**src/rtl/fetch_mem_arbiter_pkg.sv**
```systemverilog
// Shared definitions for the fetch-path instruction-memory arbiter.
// Latency: n/a (types and constants only).
// Backpressure: n/a.
package fetch_mem_arbiter_pkg;

    // Transaction FSM encodings; the values are fixed so waveforms stay readable across revisions.
    typedef enum logic [1:0] {
        ARB_IDLE  = 2'd0,
        ARB_WAIT  = 2'd1,
        ARB_DRAIN = 2'd2
    } arb_state_e;

    localparam int DEF_ADDR_W      = 32;
    localparam int DEF_DATA_W      = 32;
    localparam int DEF_TIMEOUT_CYC = 64;

endpackage

```
**src/rtl/fetch_mem_arbiter_rr_arbiter.sv**
```systemverilog
// Round-robin picker: one-hot grant to the first active request after 'last', searching cyclically.
// Latency: purely combinational.
// Backpressure: none; the caller decides whether the grant is used.
// Ports:
//   req     in   NUM_REQ  active requests
//   last    in   IDX_W    index that won most recently (lowest priority this round)
//   gnt     out  NUM_REQ  one-hot grant, zero when no request is active
//   gnt_idx out  IDX_W    binary index of the granted request (0 when none)
module rr_arbiter #(
    parameter int NUM_REQ = 2,
    parameter int IDX_W   = 1
) (
    input  logic [NUM_REQ-1:0] req,
    input  logic [IDX_W-1:0]   last,
    output logic [NUM_REQ-1:0] gnt,
    output logic [IDX_W-1:0]   gnt_idx
);

    always_comb begin
        logic found;
        int   cand;
        gnt     = '0;
        gnt_idx = '0;
        found   = 1'b0;
        cand    = 0;
        // Offsets 1..NUM_REQ visit every requester once, ending on 'last' itself.
        for (int off = 1; off <= NUM_REQ; off++) begin
            cand = int'(last) + off;
            if (cand >= NUM_REQ) begin
                cand = cand - NUM_REQ;
            end
            if (!found && req[cand]) begin
                found     = 1'b1;
                gnt[cand] = 1'b1;
                gnt_idx   = IDX_W'(cand);
            end
        end
    end

endmodule

```
**src/rtl/fetch_mem_arbiter.sv**
```systemverilog
// Shares one instruction-memory port between NUM_REQ fetch requesters, one transaction at a time.
// Latency: grant T, mem_request_o T+1, response pulse the cycle after mem_dataOk_i; next grant same cycle as the pulse.
// Backpressure: req_ready_o only in IDLE without jumpFlag_i; flushed/late responses are swallowed, watchdog aborts stuck fetches.
// Ports:
//   clk, reset                 clock and synchronous active-high reset
//   req_valid_i/req_addr_i     per-requester fetch request and address (slice k = [k*ADDR_W +: ADDR_W])
//   req_ready_o                one-hot combinational grant
//   rsp_valid_o/rsp_inst_o     one-cycle response pulse to the owner with the instruction word
//   jumpFlag_i                 pipeline flush; kills the in-flight transaction
//   mem_request_o/mem_instAddr_o/mem_inst_i/mem_dataOk_i  memory handshake
//   busy_o, err_timeout_o      transaction outstanding; sticky watchdog flag
module fetch_mem_arbiter
    import fetch_mem_arbiter_pkg::*;
#(
    parameter int NUM_REQ     = 2,
    parameter int ADDR_W      = DEF_ADDR_W,
    parameter int DATA_W      = DEF_DATA_W,
    parameter int TIMEOUT_CYC = DEF_TIMEOUT_CYC
) (
    input  logic                      clk,
    input  logic                      reset,
    input  logic [NUM_REQ-1:0]        req_valid_i,
    input  logic [NUM_REQ*ADDR_W-1:0] req_addr_i,
    output logic [NUM_REQ-1:0]        req_ready_o,
    output logic [NUM_REQ-1:0]        rsp_valid_o,
    output logic [DATA_W-1:0]         rsp_inst_o,
    input  logic                      jumpFlag_i,
    output logic                      mem_request_o,
    output logic [ADDR_W-1:0]         mem_instAddr_o,
    input  logic [DATA_W-1:0]         mem_inst_i,
    input  logic                      mem_dataOk_i,
    output logic                      busy_o,
    output logic                      err_timeout_o
);

    localparam int                IDX_W    = (NUM_REQ > 1) ? $clog2(NUM_REQ) : 1;
    localparam int                CNT_W    = $clog2(TIMEOUT_CYC);
    localparam logic [CNT_W-1:0]  CNT_LAST = CNT_W'(TIMEOUT_CYC - 1);
    localparam logic [IDX_W-1:0]  LAST_RST = IDX_W'(NUM_REQ - 1);

    arb_state_e          state_q, state_d;
    logic [IDX_W-1:0]    owner_q;
    logic [IDX_W-1:0]    rr_last_q;
    logic [ADDR_W-1:0]   addr_q;
    logic                mem_req_q;
    logic [NUM_REQ-1:0]  rsp_vld_q, rsp_vld_d;
    logic [DATA_W-1:0]   rsp_inst_q;
    logic [CNT_W-1:0]    wait_cnt_q;
    logic                err_q;

    logic [NUM_REQ-1:0]  arb_gnt;
    logic [IDX_W-1:0]    arb_idx;
    logic                grant_en;
    logic                grant_any;
    logic [ADDR_W-1:0]   grant_addr;
    logic                deliver;
    logic                timeout_hit;
    logic                cnt_at_last;

    rr_arbiter #(
        .NUM_REQ (NUM_REQ),
        .IDX_W   (IDX_W)
    ) u_rr (
        .req     (req_valid_i),
        .last    (rr_last_q),
        .gnt     (arb_gnt),
        .gnt_idx (arb_idx)
    );

    // Reset also masks the grant so no requester believes it was accepted during a reset cycle.
    assign grant_en    = (state_q == ARB_IDLE) && !jumpFlag_i && !reset;
    assign req_ready_o = grant_en ? arb_gnt : '0;
    assign grant_any   = |req_ready_o;
    assign grant_addr  = req_addr_i[int'(arb_idx) * ADDR_W +: ADDR_W];
    assign cnt_at_last = (wait_cnt_q == CNT_LAST);

    always_comb begin
        state_d     = state_q;
        deliver     = 1'b0;
        timeout_hit = 1'b0;
        rsp_vld_d   = '0;
        case (state_q)
            ARB_IDLE: begin
                // A dataOk pulse here is spurious and deliberately ignored.
                if (grant_any) begin
                    state_d = ARB_WAIT;
                end
            end
            ARB_WAIT: begin
                if (mem_dataOk_i) begin
                    // A flush in the same cycle as the data discards it.
                    state_d = ARB_IDLE;
                    deliver = !jumpFlag_i;
                end else if (cnt_at_last) begin
                    state_d     = ARB_IDLE;
                    timeout_hit = 1'b1;
                end else if (jumpFlag_i) begin
                    state_d = ARB_DRAIN;
                end
            end
            ARB_DRAIN: begin
                // The memory still owes one response; wait it out. Further flushes change nothing.
                if (mem_dataOk_i) begin
                    state_d = ARB_IDLE;
                end else if (cnt_at_last) begin
                    state_d     = ARB_IDLE;
                    timeout_hit = 1'b1;
                end
            end
            default: begin
                state_d = ARB_IDLE;
            end
        endcase
        if (deliver) begin
            rsp_vld_d[owner_q] = 1'b1;
        end
    end

    always_ff @(posedge clk) begin
        if (reset) begin
            state_q    <= ARB_IDLE;
            owner_q    <= '0;
            rr_last_q  <= LAST_RST;
            addr_q     <= '0;
            mem_req_q  <= 1'b0;
            rsp_vld_q  <= '0;
            rsp_inst_q <= '0;
            wait_cnt_q <= '0;
            err_q      <= 1'b0;
        end else begin
            state_q    <= state_d;
            mem_req_q  <= grant_any;
            rsp_vld_q  <= rsp_vld_d;
            rsp_inst_q <= deliver ? mem_inst_i : '0;
            if (grant_any) begin
                owner_q <= arb_idx;
                addr_q  <= grant_addr;
            end
            // Fairness only advances on a delivered response.
            if (deliver) begin
                rr_last_q <= owner_q;
            end
            if (timeout_hit) begin
                err_q <= 1'b1;
            end
            if ((state_q == ARB_IDLE) || (state_d == ARB_IDLE)) begin
                wait_cnt_q <= '0;
            end else if (!cnt_at_last) begin
                wait_cnt_q <= wait_cnt_q + 1'b1;
            end
        end
    end

    assign rsp_valid_o    = rsp_vld_q;
    assign rsp_inst_o     = rsp_inst_q;
    assign mem_request_o  = mem_req_q;
    assign mem_instAddr_o = addr_q;
    assign busy_o         = (state_q != ARB_IDLE);
    assign err_timeout_o  = err_q;

endmodule

```
**config.mk**
```make
export PLATFORM = sky130hd
export DESIGN_NAME = fetch_mem_arbiter
export DESIGN_NICKNAME = d
export VERILOG_FILES = /design/src/rtl/fetch_mem_arbiter_pkg.sv /design/src/rtl/fetch_mem_arbiter_rr_arbiter.sv /design/src/rtl/fetch_mem_arbiter.sv
export SDC_FILE = /design/constraint.sdc
export NUM_CORES = 1
export LEC_CHECK = 0
export CORE_MARGIN = 4
export CORE_UTILIZATION = 41
export DETAILED_ROUTE_END_ITERATION = 12
export GPL_TIMING_DRIVEN = 1
export PLACE_DENSITY = 0.85
export SLEW_MARGIN = 10
export SYNTH_ARGS = -nofsm -noshare
export SYNTH_HDL_FRONTEND = slang
export SYNTH_SLANG_ARGS = --single-unit
```
**constraint.sdc**
```tcl
create_clock -name clk -period 3.35 [get_ports clk]
set_input_delay 0.335 -clock clk [delete_from_list [all_inputs] [get_ports clk]]
set_output_delay 0.335 -clock clk [all_outputs]
set_load 0.02 [all_outputs]
```
## Yosys cells after proc, flatten, opt, wreduce, memory -nomap -nowiden

Index checks and enable logic that the tools add are counted.
Widths: inputs -> output; s select.

- Bits of input ports: 102
- Output and inout port bits: 71
- Register bits: 78
- Logic and storage cells: 77

- Eq/ne operators: 3
- Reduce and logical (&&, ||, !) cells: 17
- Shift-type cells: 1
- Bitwise gates (word level): 2
- Muxes and demuxes: 32
- $lt $le $gt $ge: 8
- Add/subtract/negate cells: 5

Operators with widths:

| cell | number |
|---|---|
| $ge 32x1->1 const B | 2 |
| $ge 32x3->1 const B | 2 |
| $lt 32x3->1 const B | 2 |
| $mux 32 | 2 |
| $shiftx 64x7->32 | 1 |
| $sub 32x3->32 const B | 2 |
| $mux 2 | 9 |
| $mux 1 | 17 |
| $reduce_or 2->1 | 4 |
| $add 6x1->6 const B | 1 |
| $eq 6x6->1 const B | 1 |
| $logic_and 1x1->1 | 6 |
| $pmux 2 s3 | 1 |
| $logic_not 2->1 | 2 |
| $add 1x2->3 const B | 1 |
| $demux 1 s1 | 3 |
| $logic_not 1->1 | 3 |
| $add 1x1->2 const B | 1 |
| $eq 2x1->1 const B | 1 |
| $eq 2x2->1 const B | 1 |
| $lt 1x2->1 const B | 1 |
| $or 2x2->2 | 1 |
| $reduce_bool 2->1 | 1 |
| $ge 1x1->1 const B | 1 |
| 2 further kinds | 2 |

## Depth between registers and ports, before layout

Gate-level depths: netlist of the first run.

- Depth in word-level cells: 17
- Mapped depth: 8
- Mapped depth without buffers: 7

## Cells and area by module

Synthesis of the first run repeated with hierarchy kept, for this count alone.

- Cell total of the unflattened synthesis: 286
- Area, all modules: 2980.4 sq um

Modules (own cells, without submodules):

| module | times used | area each (sq um) | cells each | seq. area each (sq um) |
|---|---|---|---|---|
| fetch_mem_arbiter | 1 | 2954.1 | 282 | 1561.5 |
| rr_arbiter | 1 | 26.3 | 4 | 0.0 |

## Worst setup path after synthesis of the first run

OpenSTA, ideal clock, no wires.

- Path kind: reg-to-reg
- From: register state_q[1]
- To: register wait_cnt_q[4]
- Buffers on the path: 0
- Arrival: 1.644 ns
- Data required time: 3.214 ns
- Path slack: 1.571 ns
- Period minus slack after synthesis: 1.779 ns
- Library setup time: 0.136 ns
- Cell stages (with the launch flop): 8
- Cells stage by stage: dfxtp_1 -> inv_1 -> ha_1 -> or3b_4 -> nor2_4 -> nor4_1 -> a211oi_2 -> nor4b_1

- Longest elaborated chain between the ends: 10
- Elaborated cells on any way between the ends: 17
- Those cells by class: 2 x eq/ne; 8 x mux; 7 x reduce/logical

Ends and longest elaborated chain:

| what | RTL line | source |
|---|---|---|
| start: declaration | fetch_mem_arbiter.sv:41 | `arb_state_e state_q, state_d;` |
| start signal: assignment | fetch_mem_arbiter.sv:131 | `state_q <= state_d;` |
| $logic_not 2->1 | fetch_mem_arbiter.sv:71, fetch_mem_arbiter.sv:82, fetch_mem_arbiter.sv:146 |  |
| $logic_and 1x1->1 (2 in series) | fetch_mem_arbiter.sv:71 | `assign grant_en = (state_q == ARB_IDLE) && !jumpFlag_i && !reset;` |
| $mux 2 | fetch_mem_arbiter.sv:72 | `assign req_ready_o = grant_en ? arb_gnt : '0;` |
| $reduce_or 2->1 | fetch_mem_arbiter.sv:73 | `assign grant_any = \|req_ready_o;` |
| $mux 2 | fetch_mem_arbiter.sv:85 | `if (grant_any) begin` |
| $pmux 2 s3 | fetch_mem_arbiter.sv:82 | `case (state_q)` |
| $logic_not 2->1 | fetch_mem_arbiter.sv:146 | `if ((state_q == ARB_IDLE) \|\| (state_d == ARB_IDLE)) begin` |
| $logic_or 1x1->1 (*) | fetch_mem_arbiter.sv:146 |  |
| $reduce_or 2->1 (no source line) (*) | -- |  |
| end signal: assignment | fetch_mem_arbiter.sv:149 | `wait_cnt_q <= wait_cnt_q + 1'b1;` |
| end: declaration | fetch_mem_arbiter.sv:48 | `logic [CNT_W-1:0] wait_cnt_q;` |

Every way passes the cells marked *; elsewhere a longest branch is shown, timed or not.
A chain may end at the register's enable or synchronous reset.

## Worst setup path after layout of the first run

- From: register state_q[1]
- To: output req_ready_o[0]

- Longest elaborated chain between the ends: 4

Ends and longest elaborated chain:

| what | RTL line | source |
|---|---|---|
| $logic_not 2->1 | fetch_mem_arbiter.sv:71 |  |
| $logic_and 1x1->1 (2 in series) | fetch_mem_arbiter.sv:71 |  |
| $mux 2 | fetch_mem_arbiter.sv:72 |  |
| end: declaration | fetch_mem_arbiter.sv:24 | `output logic [NUM_REQ-1:0] req_ready_o,` |

Every way passes these cells.

==> out/results.ini, run 1 <==
[critical_path]
critPathMaxFanout = 5
r2r_start = state_q[1]
r2r_cells = 7
worst_path_max_delay_cell = clkdlybuf4s50_1
r2r_slack_ps = 1060
worstSetupEndpointType = output port
timing.rr.end = mem_instAddr_o[25]
cp_cell_sequence = inv_1, ha_1, or3b_4, nor2_1, clkdlybuf4s50_1
startpoint_type = register
cp.arrival_ps = 2270
cp.required_ps = 3010
critical_path_class = register to output port
max_stage_delay_ps = 630

[pwr]
ir_drop_uv = 303
p_total_mw = 2.23
power.density_nw_per_um2 = 439
p_leak_nw = 1.86

[logic_synthesis]
synth.yosys.seq_area_share = 0.510
synth_top_family_by_area = simple AND/OR/NAND/NOR gates
synth.most_common_cell = dfxtp_1
synthArstFlopShare = 0
synth-simple-area-share = 0.164
yosysWarnings = 0
netlist_area_um2 = 3060
synth_compound_area_frac = 0.148
synth_common_cells = dfxtp_1 (78), nor2_1 (44), and2_1 (33), mux2i_1 (33), a211oi_2 (21)
yosys.area.top_type_share = 0.510
yosys_register_bits = 78
syn-instance-count = 287
syn_nets = 394
synth_edf_count = 0
yosysTopAreaCell = dfxtp_1
synth_fa_ha_area_frac = 0.0204
synth.avg_cell_area_um2 = 10.7
synth_top_flop_cell = dfxtp_1
yosysUniqueCellTypes = 33
ys_top_cells_by_area = dfxtp_1 (51%), mux2i_1 (11%), a211oi_2 (8.6%)
synthMuxAreaShare = 0.108
synth_xor_area_frac = 0.00572

[run_status]
status = finished clean

[clock_tree]
cts_max_level = 3
cts_setup_buffers = 0
cts_buffers = 9
clock-sinks = 78
worstSkewPairLatency_ps = 330
hold_buffers = 0
clockBufferDepth = 2
path_clk_slew_ps = 80
cts_resized = 0
cts_tree = done
clockRootBuffer = clkbuf_8

[routing]
wl_mm = 8.19
num_vias = 2658
ant_nets = 0
wl_per_cell_um = 14.7
drtIter0Drc = 86
drc_errors = 0
drtPass1Iterations = 4
via_per_inst = 4.75

[sta]
post-route-period-util = 0.778
worst_slew_pin_slew_ps = 708
drv_slew = 0
max_freq_mhz = 384
period_minus_slack_ps = 2610
setup_viol = 0
relSlewSlack = 0.528
timing.setup.tns_ps = 0
skew_ps = 6.95
finalHoldViolCount = 0
grt_setup_unrepaired = no

[global_routing]
grt.total_usage = 0.186
grt_pass1_wl_mm = 12.9
overflow = 0
grt_pass1_vias = 2701
grt_max_degree = 66
antenna_found_initial = 0

[final_layout]
area_delta_synth_final_pct = 66.1
drive_above_1_share = 0.0957
antenna-diode-count = 0
finish.net_count = 563
fill_cells = 551

[die]
ios = 173
start_util = 0.422
die_h_um = 94.4
die_w_um = 94.4
dieArea_um2 = 8910
num_rows = 31
fp.coreArea_um2 = 7250

[place]
dp_hpwl_mm = 6.30
gp_congestion = 0.814
io_buffers = 172

[min_path]
worstHoldStart = reset
hold_end = owner_q
hold_depth = 4
hp-class = input port to register

[flow_run]
maxCapViolCount = 0

[cells by family after synthesis]
| logic type | Yosys count |
|---|---|
| compound gates | 47 |
| xor+xnor | 2 |
| fa+ha+maj | 5 |
| buf+inv | 24 |
| flops | 78 |
| mux | 33 |
| simple gates | 98 |
[where the power goes]
group	switching (mW)	internal, mW	leakage, nW	total [mW]
clock	0.321	0.553	0.129	0.873
sequential	0.0166	0.961	0.634	0.978
combinational	0.164	0.217	1.10	0.381
[per-layer routing]
metal | up-vias | wire, µm | GRT usage | part of all wire
li1 | 1331 | - | - | -
met2 | 109 | 4020 | 0.321 | 0.49
met3 | 10 | 859 | 0.0725 | 0.10
met4 | 0 | 114 | 0.0626 | 0.014
met1 | 1208 | 3200 | 0.209 | 0.39
met5 | - | 0 | 0 | 0
[cell usage in the layout (no fill, tap or decap), types with 2 or more instances in the layout]
cell type        netlist  layout
inv_1                  6       6
o21ai_0                5       5
clkbuf_8               0      12
nor2_1                44      44
bufinv_16              0       3
nand2_1                5       5
a31oi_1                2       2
nand3_1                2       2
dfxtp_1               78      78
buf_4                  2       4
ha_1                   5       5
a211oi_2              21      21
nor4b_1                3       3
nor3_1                 2       2
a211oi_1              12      12
nor4_1                 3       3
and2_1                33      33
mux2i_1               33      33
nor2b_1                2       2
clkdlybuf4s50_1        0     171
[sequential cells by signal (all words and copies together) (netlist names)]
name / count
state_q: 2
err_timeout_o: 1
owner_q: 1
rr_last_q: 1
mem_instAddr_o: 32
wait_cnt_q: 6
rsp_valid_o: 2
mem_request_o: 1
rsp_inst_o: 32
[metrics by stage]
| stage | util | hold slack (ps) | cells | worst slack [ps] | instance area, µm² |
|---|---|---|---|---|---|
| 3_5_place_dp | 0.666 | 490 | 544 | 946 | 4830 |
| 6_report | 0.701 | 466 | 559 | 744 | 5080 |
| 3_3_place_gp | 0.666 | 453 | 544 | 1020 | 4830 |
| 2_1_floorplan | - | 429 | 287 | 1570 | 3060 |
| 5_1_grt | 0.701 | 487 | 559 | 606 | 5080 |
| 4_1_cts | 0.701 | 443 | 559 | 724 | 5080 |
[worst max-delay path, delay by kind of cell (launching register included)]
family,cells,cell delay (ps)
and+or+nand+nor,2,590
DFF,1,360
adders and majority gates,1,250
buffers and inverters,2,740
[cell type report]
class | instances | area (µm²) | share of cell area
clock buffer | 12 | 165 | 0.0325
tap | 99 | 124 | 0.0244
inverter | 6 | 22.5 | 0.00443
sequential | 78 | 1560 | 0.307
multi-input combinational | 185 | 1370 | 0.270
clock inverter | 3 | 90.1 | 0.0177
timing repair buffer | 176 | 1750 | 0.344
[how the worst max path moves through the flow]
| stage | from | end | cells past startpoint |
|---|---|---|---|
| 3_5_place_dp | jumpFlag_i | mem_instAddr_o[25] | 6 |
| 2_1_floorplan | state_q[1] | wait_cnt_q[4] | 7 |
| 5_1_grt | state_q[1] | req_ready_o[1] | 5 |
| 6_report | state_q[1] | req_ready_o[0] | 5 |
| 3_3_place_gp | jumpFlag_i | req_ready_o[0] | 4 |
| 4_1_cts | state_q[1] | req_ready_o[1] | 5 |
(Power assumes the default switching activity.)
==> run 2: changes to the inputs <==
Settings changed: CORE_UTILIZATION 41 to 38, PLACE_DENSITY 0.85 to 0.8.
Clock period 3.35 ns to 2.4 ns, I/O delays scaled along.
==> out/results.ini, run 2 (synthesis gave the netlist of run 1 again) <==
[final_layout]
area_delta_synth_final_pct = 66.8
drive_above_1_share = 0.0996  ; +0.00391
finish.net_count = 564  ; +0.18%
mostFrequentLayoutCell = clkdlybuf4s50_1
antenna-diode-count = 0  ; unchanged
layout.cells.most_common_list = clkdlybuf4s50_1 (169), dfxtp_1 (78), nor2_1 (44), and2_1 (33), mux2i_1 (33)
fill_cells = 617  ; +12%
stdcell_area_um2 = 5100  ; +0.44%

[routing]
wl_per_cell_um = 14.5  ; -1.1%
drtPass1Iterations = 4  ; unchanged
num_vias = 2676  ; +0.68%
wl_mm = 8.17  ; -0.23%
drtIter0Drc = 64  ; -26%
drc_errors = 0  ; unchanged
ant_nets = 0  ; unchanged
via_per_inst = 4.74  ; -0.22%

[min_path]
hold_end = owner_q
hp-class = input port to register
hold_depth = 4  ; unchanged
worstHoldStart = reset

[critical_path]
critPathMaxFanout = 5  ; unchanged
startpoint_type = register
r2r_slack_ps = 330  ; -730 ps
worst_path_max_delay_cell = or3b_4
worstSetupEndpointType = output port
cp.required_ps = 2160  ; -850 ps
timing.rr.end = wait_cnt_q[5]
r2r_start = state_q[0]
cp_cell_sequence = inv_1, ha_1, or3b_4, nor2_1, dlygate4sd2_1
r2r_cells = 7  ; unchanged
cp.arrival_ps = 2030  ; -240 ps
max_stage_delay_ps = 430  ; -200 ps
critical_path_class = register to output port

[sta]
timing.setup.tns_ps = 0  ; unchanged
skew_ps = 10.3  ; +3.32 ps
finalHoldViolCount = 0  ; unchanged
period_minus_slack_ps = 2270
post-route-period-util = 0.944
max_freq_mhz = 441
relSlewSlack = 0.619  ; +0.0912
worst_slack_ps = 133  ; -611 ps
drv_slew = 0  ; unchanged
grt_setup_unrepaired = no
worst_slew_pin_slew_ps = 570  ; -138 ps
setup_viol = 0  ; unchanged

[flow_run]
maxCapViolCount = 0  ; unchanged

[pwr]
ir_drop_uv = 460  ; +52%
p_leak_nw = 1.87  ; +0.56%
power.density_nw_per_um2 = 610  ; +39%

[run_status]
status = finished clean

[global_routing]
overflow = 0  ; unchanged
antenna_found_initial = 0  ; unchanged
grt.total_usage = 0.169  ; -0.0166
grt_pass1_wl_mm = 13.2  ; +2.0%
grt_pass1_vias = 2739  ; +1.4%
grt_max_degree = 66  ; unchanged

[clock_tree]
cts_max_level = 3  ; unchanged
clock-sinks = 78  ; unchanged
clockRootBuffer = clkbuf_8
cts_resized = 2  ; +2
worstSkewPairLatency_ps = 340  ; about the same
cts_setup_buffers = 0  ; unchanged
path_clk_slew_ps = 80  ; about the same
cts_buffers = 9  ; unchanged
hold_buffers = 0  ; unchanged
cts_tree = done
clockBufferDepth = 2  ; unchanged

[die]
num_rows = 32  ; +3.2%
die_w_um = 97.7  ; +3.5%
dieArea_um2 = 9550  ; +7.2%
ios = 173  ; unchanged
fp.coreArea_um2 = 7770  ; +7.1%
start_util = 0.394  ; -0.0279
die_h_um = 97.7  ; +3.5%

[place]
io_buffers = 172  ; unchanged
gp_congestion = 0.837  ; +2.8%
dp_hpwl_mm = 6.34  ; +0.63%
placed_cell_area_um2 = 4850  ; +0.49%
pre_cts_slack_ps = 168  ; -778 ps

[run 2: cell types whose count changed in the layout (fill, tap and decap cells not counted)]
cell,change
clkdlybuf4s50_1,-2
buf_12,+1
clkinvlp_4,+2
clkbuf_8,-1
dlygate4sd2_1,+2
[run 2: per-layer routing]
layer / routed length [µm] / track usage / vias up
met2: 4010 / 0.292 / 116
met1: 3200 / 0.181 / 1215
met4: 119 / 0.0650 / 0
met5: 0 / 0 / -
met3: 847 / 0.0779 / 10
li1: - / - / 1335
[run 2: layout make-up]
type | count | area [µm²] | area share
inverter | 6 | 22.5 | 0.00441
timing repair buffer | 177 | 1760 | 0.346
clock inverter | 5 | 105 | 0.0206
multi-input combinational | 185 | 1370 | 0.269
sequential | 78 | 1560 | 0.306
tap | 102 | 128 | 0.0250
clock buffer | 11 | 151 | 0.0297
[run 2: per-stage QoR]
step	util	instances	total power [mW]	hold slack, ps
floorplan	-	287	1.64	362
global placement	0.625	548	1.92	456
detailed placement	0.625	548	1.94	461
CTS	0.657	564	3.16	363
global route	0.657	564	3.26	403
finish	0.657	564	3.12	376
[run 2: critical path, delay by kind of cell (launching register included)]
family / cells / cell delay [ps]
and+or+nand+nor: 2 / 590
buffers and inverters: 2 / 500
DFF: 1 / 350
adders and majority gates: 1 / 250
[run 2: power by group]
group / internal [mW] / switching [mW] / leakage (nW)
combinational: 0.304 / 0.230 / 1.12
clock: 0.748 / 0.470 / 0.122
sequential: 1.34 / 0.0241 / 0.634
total: 2.39 / 0.723 / 1.87
[run 2: worst max path at each step]
stage / start / end / depth (start not counted)
after floorplan: state_q[1] / wait_cnt_q[4] / 7
after global placement: jumpFlag_i / req_ready_o[0] / 4
after detailed placement: jumpFlag_i / req_ready_o[0] / 4
after CTS: state_q[0] / req_ready_o[0] / 5
after global routing: state_q[0] / req_ready_o[1] / 5
final: state_q[0] / req_ready_o[0] / 5
==> run 3: changes to the inputs <==
Settings changed: CORE_UTILIZATION 38 to 39, CTS_BUF_LIST set to sky130_fd_sc_hd__clkbuf_8, PLACE_DENSITY 0.8 to 0.82.
==> out/results.ini, run 3 (synthesis gave the netlist of run 1 again) <==
[critical_path]
critical_path_class = register to output port
worst_path_max_delay_cell = or3b_4
cp.required_ps = 2160  ; about the same
startpoint_type = register
max_stage_delay_ps = 440  ; about the same
path_buf_inv = 2  ; unchanged
worstSetupEndpointType = output port
r2r_cells = 7  ; unchanged
cp_top_family = simple AND/OR/NAND/NOR gates
critPathMaxFanout = 5  ; unchanged
cp_cell_sequence = inv_1, ha_1, or3b_4, nor2_1, dlygate4sd2_1
r2r_slack_ps = 250  ; -80 ps
cp.arrival_ps = 2040  ; about the same
timing.rr.end = wait_cnt_q[4]
r2r_start = state_q[1]
cp-startpoint = state_q[1]

[routing]
ant_nets = 0  ; unchanged
drtIter0Drc = 56  ; -13%
wl_mm = 8.35  ; +2.1%
drtPass1Iterations = 4  ; unchanged
num_vias = 2676  ; unchanged
wl_per_cell_um = 14.8  ; +2.1%
drc_errors = 0  ; unchanged
via_per_inst = 4.74  ; unchanged

[sta]
grt_setup_unrepaired = no
setup_viol = 0  ; unchanged
relSlewSlack = 0.630  ; +0.0106
period_minus_slack_ps = 2280  ; +8.36 ps
drv_slew = 0  ; unchanged
finalHoldViolCount = 0  ; unchanged
max_freq_mhz = 440  ; -0.37%
post-route-period-util = 0.948  ; +0.00348
timing.setup.tns_ps = 0  ; unchanged
worst_slew_pin_slew_ps = 555  ; -14.5 ps
skew_ps = 8.65  ; -1.62 ps

[final_layout]
fin_util = 0.660  ; +0.00229
mostFrequentLayoutCell = clkdlybuf4s50_1
layout.cells.most_common_list = clkdlybuf4s50_1 (169), dfxtp_1 (78), nor2_1 (44), and2_1 (33), mux2i_1 (33)
antenna-diode-count = 0  ; unchanged
area_delta_synth_final_pct = 65.7
finish.net_count = 564  ; unchanged
drive_above_1_share = 0.0974  ; -0.00216
fill_cells = 625  ; +1.3%
regArea_um2 = 1560  ; unchanged
multi_input_area_um2 = 1370  ; unchanged

[place]
gp_congestion = 0.723  ; -14%
io_buffers = 172  ; unchanged
dp_hpwl_mm = 6.35  ; +0.25%

[clock_tree]
path_clk_slew_ps = 80  ; about the same
cts_max_level = 3  ; unchanged
cts_setup_buffers = 0  ; unchanged
worstSkewPairLatency_ps = 340  ; about the same
cts_buffers = 9  ; unchanged
clockBufferDepth = 2  ; unchanged
cts_resized = 2  ; unchanged
hold_buffers = 0  ; unchanged
cts_tree = done
clockRootBuffer = clkbuf_8
clock-sinks = 78  ; unchanged

[global_routing]
grt.total_usage = 0.170  ; +0.00116
grt_pass1_vias = 2603  ; -5.0%
grt_pass1_wl_mm = 12.1  ; -8.4%
grt_max_degree = 66  ; unchanged
antenna_found_initial = 0  ; unchanged
overflow = 0  ; unchanged

[die]
num_rows = 32  ; unchanged
start_util = 0.398  ; +0.00410
dieArea_um2 = 9330  ; -2.3%
die_w_um = 96.6  ; -1.2%
ios = 173  ; unchanged
fp.coreArea_um2 = 7690  ; -1.0%
die_h_um = 96.6  ; -1.2%

[pwr]
p_total_mw = 2.98  ; -4.4%
p_leak_nw = 1.86  ; -0.54%
power.density_nw_per_um2 = 588  ; -3.7%
ir_drop_uv = 492  ; +7.0%

[run_status]
status = finished clean

[flow_run]
maxCapViolCount = 0  ; unchanged

[min_path]
hold_depth = 4  ; unchanged
worstHoldStart = reset
hp-class = input port to register
hold_end = owner_q

==> run 3: cell count changes in the layout (fill, tap and decap cells not counted), sizes merged <==
| cell | change |
|---|---|
| bufinv | -1 |
| clkbuf | -2 |
| clkinv | +1 |
| clkinvlp | -1 |
| inv | +3 |
==> run 3: per-stage QoR <==
stage	cell area [µm²]	hold WS, ps	std cells	worst slack [ps]
after floorplan	3060	362	287	621
after global placement	4850	455	548	220
after detailed placement	4850	472	548	171
after CTS	5070	416	564	96.4
after global routing	5070	422	564	14.8
final	5070	417	564	125
==> run 3: power by group <==
group          leakage [nW]  internal, mW  total (mW)  switching (mW)
sequential            0.634          1.34        1.37          0.0243
clock                 0.112         0.591        1.08           0.491
combinational          1.12         0.304       0.533           0.229
==> run 3: layout make-up <==
| class | instances | area share |
|---|---|---|
| clock buffer | 9 | 0.0244 |
| tap | 102 | 0.0252 |
| sequential | 78 | 0.308 |
| multi-input combinational | 185 | 0.271 |
| clock inverter | 7 | 0.0192 |
| inverter | 6 | 0.00444 |
| timing repair buffer | 177 | 0.348 |
==> run 3: worst max-delay path by stage <==
stage                                 to  slack (ps)  depth (start not counted)
after floorplan            wait_cnt_q[4]         620                          7
after CTS                 req_ready_o[1]         100                          5
final                     req_ready_o[0]         120                          5
after detailed placement  req_ready_o[1]         170                          4
after global routing      req_ready_o[1]          10                          5
after global placement    req_ready_o[1]         220                          4
==> run 3: worst register-to-register path, stage by stage (launching register included) <==
cell and delay, ps:
dfxtp_1 400, inv_1 100, ha_1 250, or3b_4 290, nor2_4 50, nor4_1 400, a211oi_2 180, nor4b_1 370
==> run 3: layer usage <==
layer,track usage,share of wire,vias up
li1,-,-,1339
met1,0.168,0.37,1204
met2,0.290,0.47,125
met3,0.102,0.15,8
met4,0.0678,0.012,0
met5,0,0,-
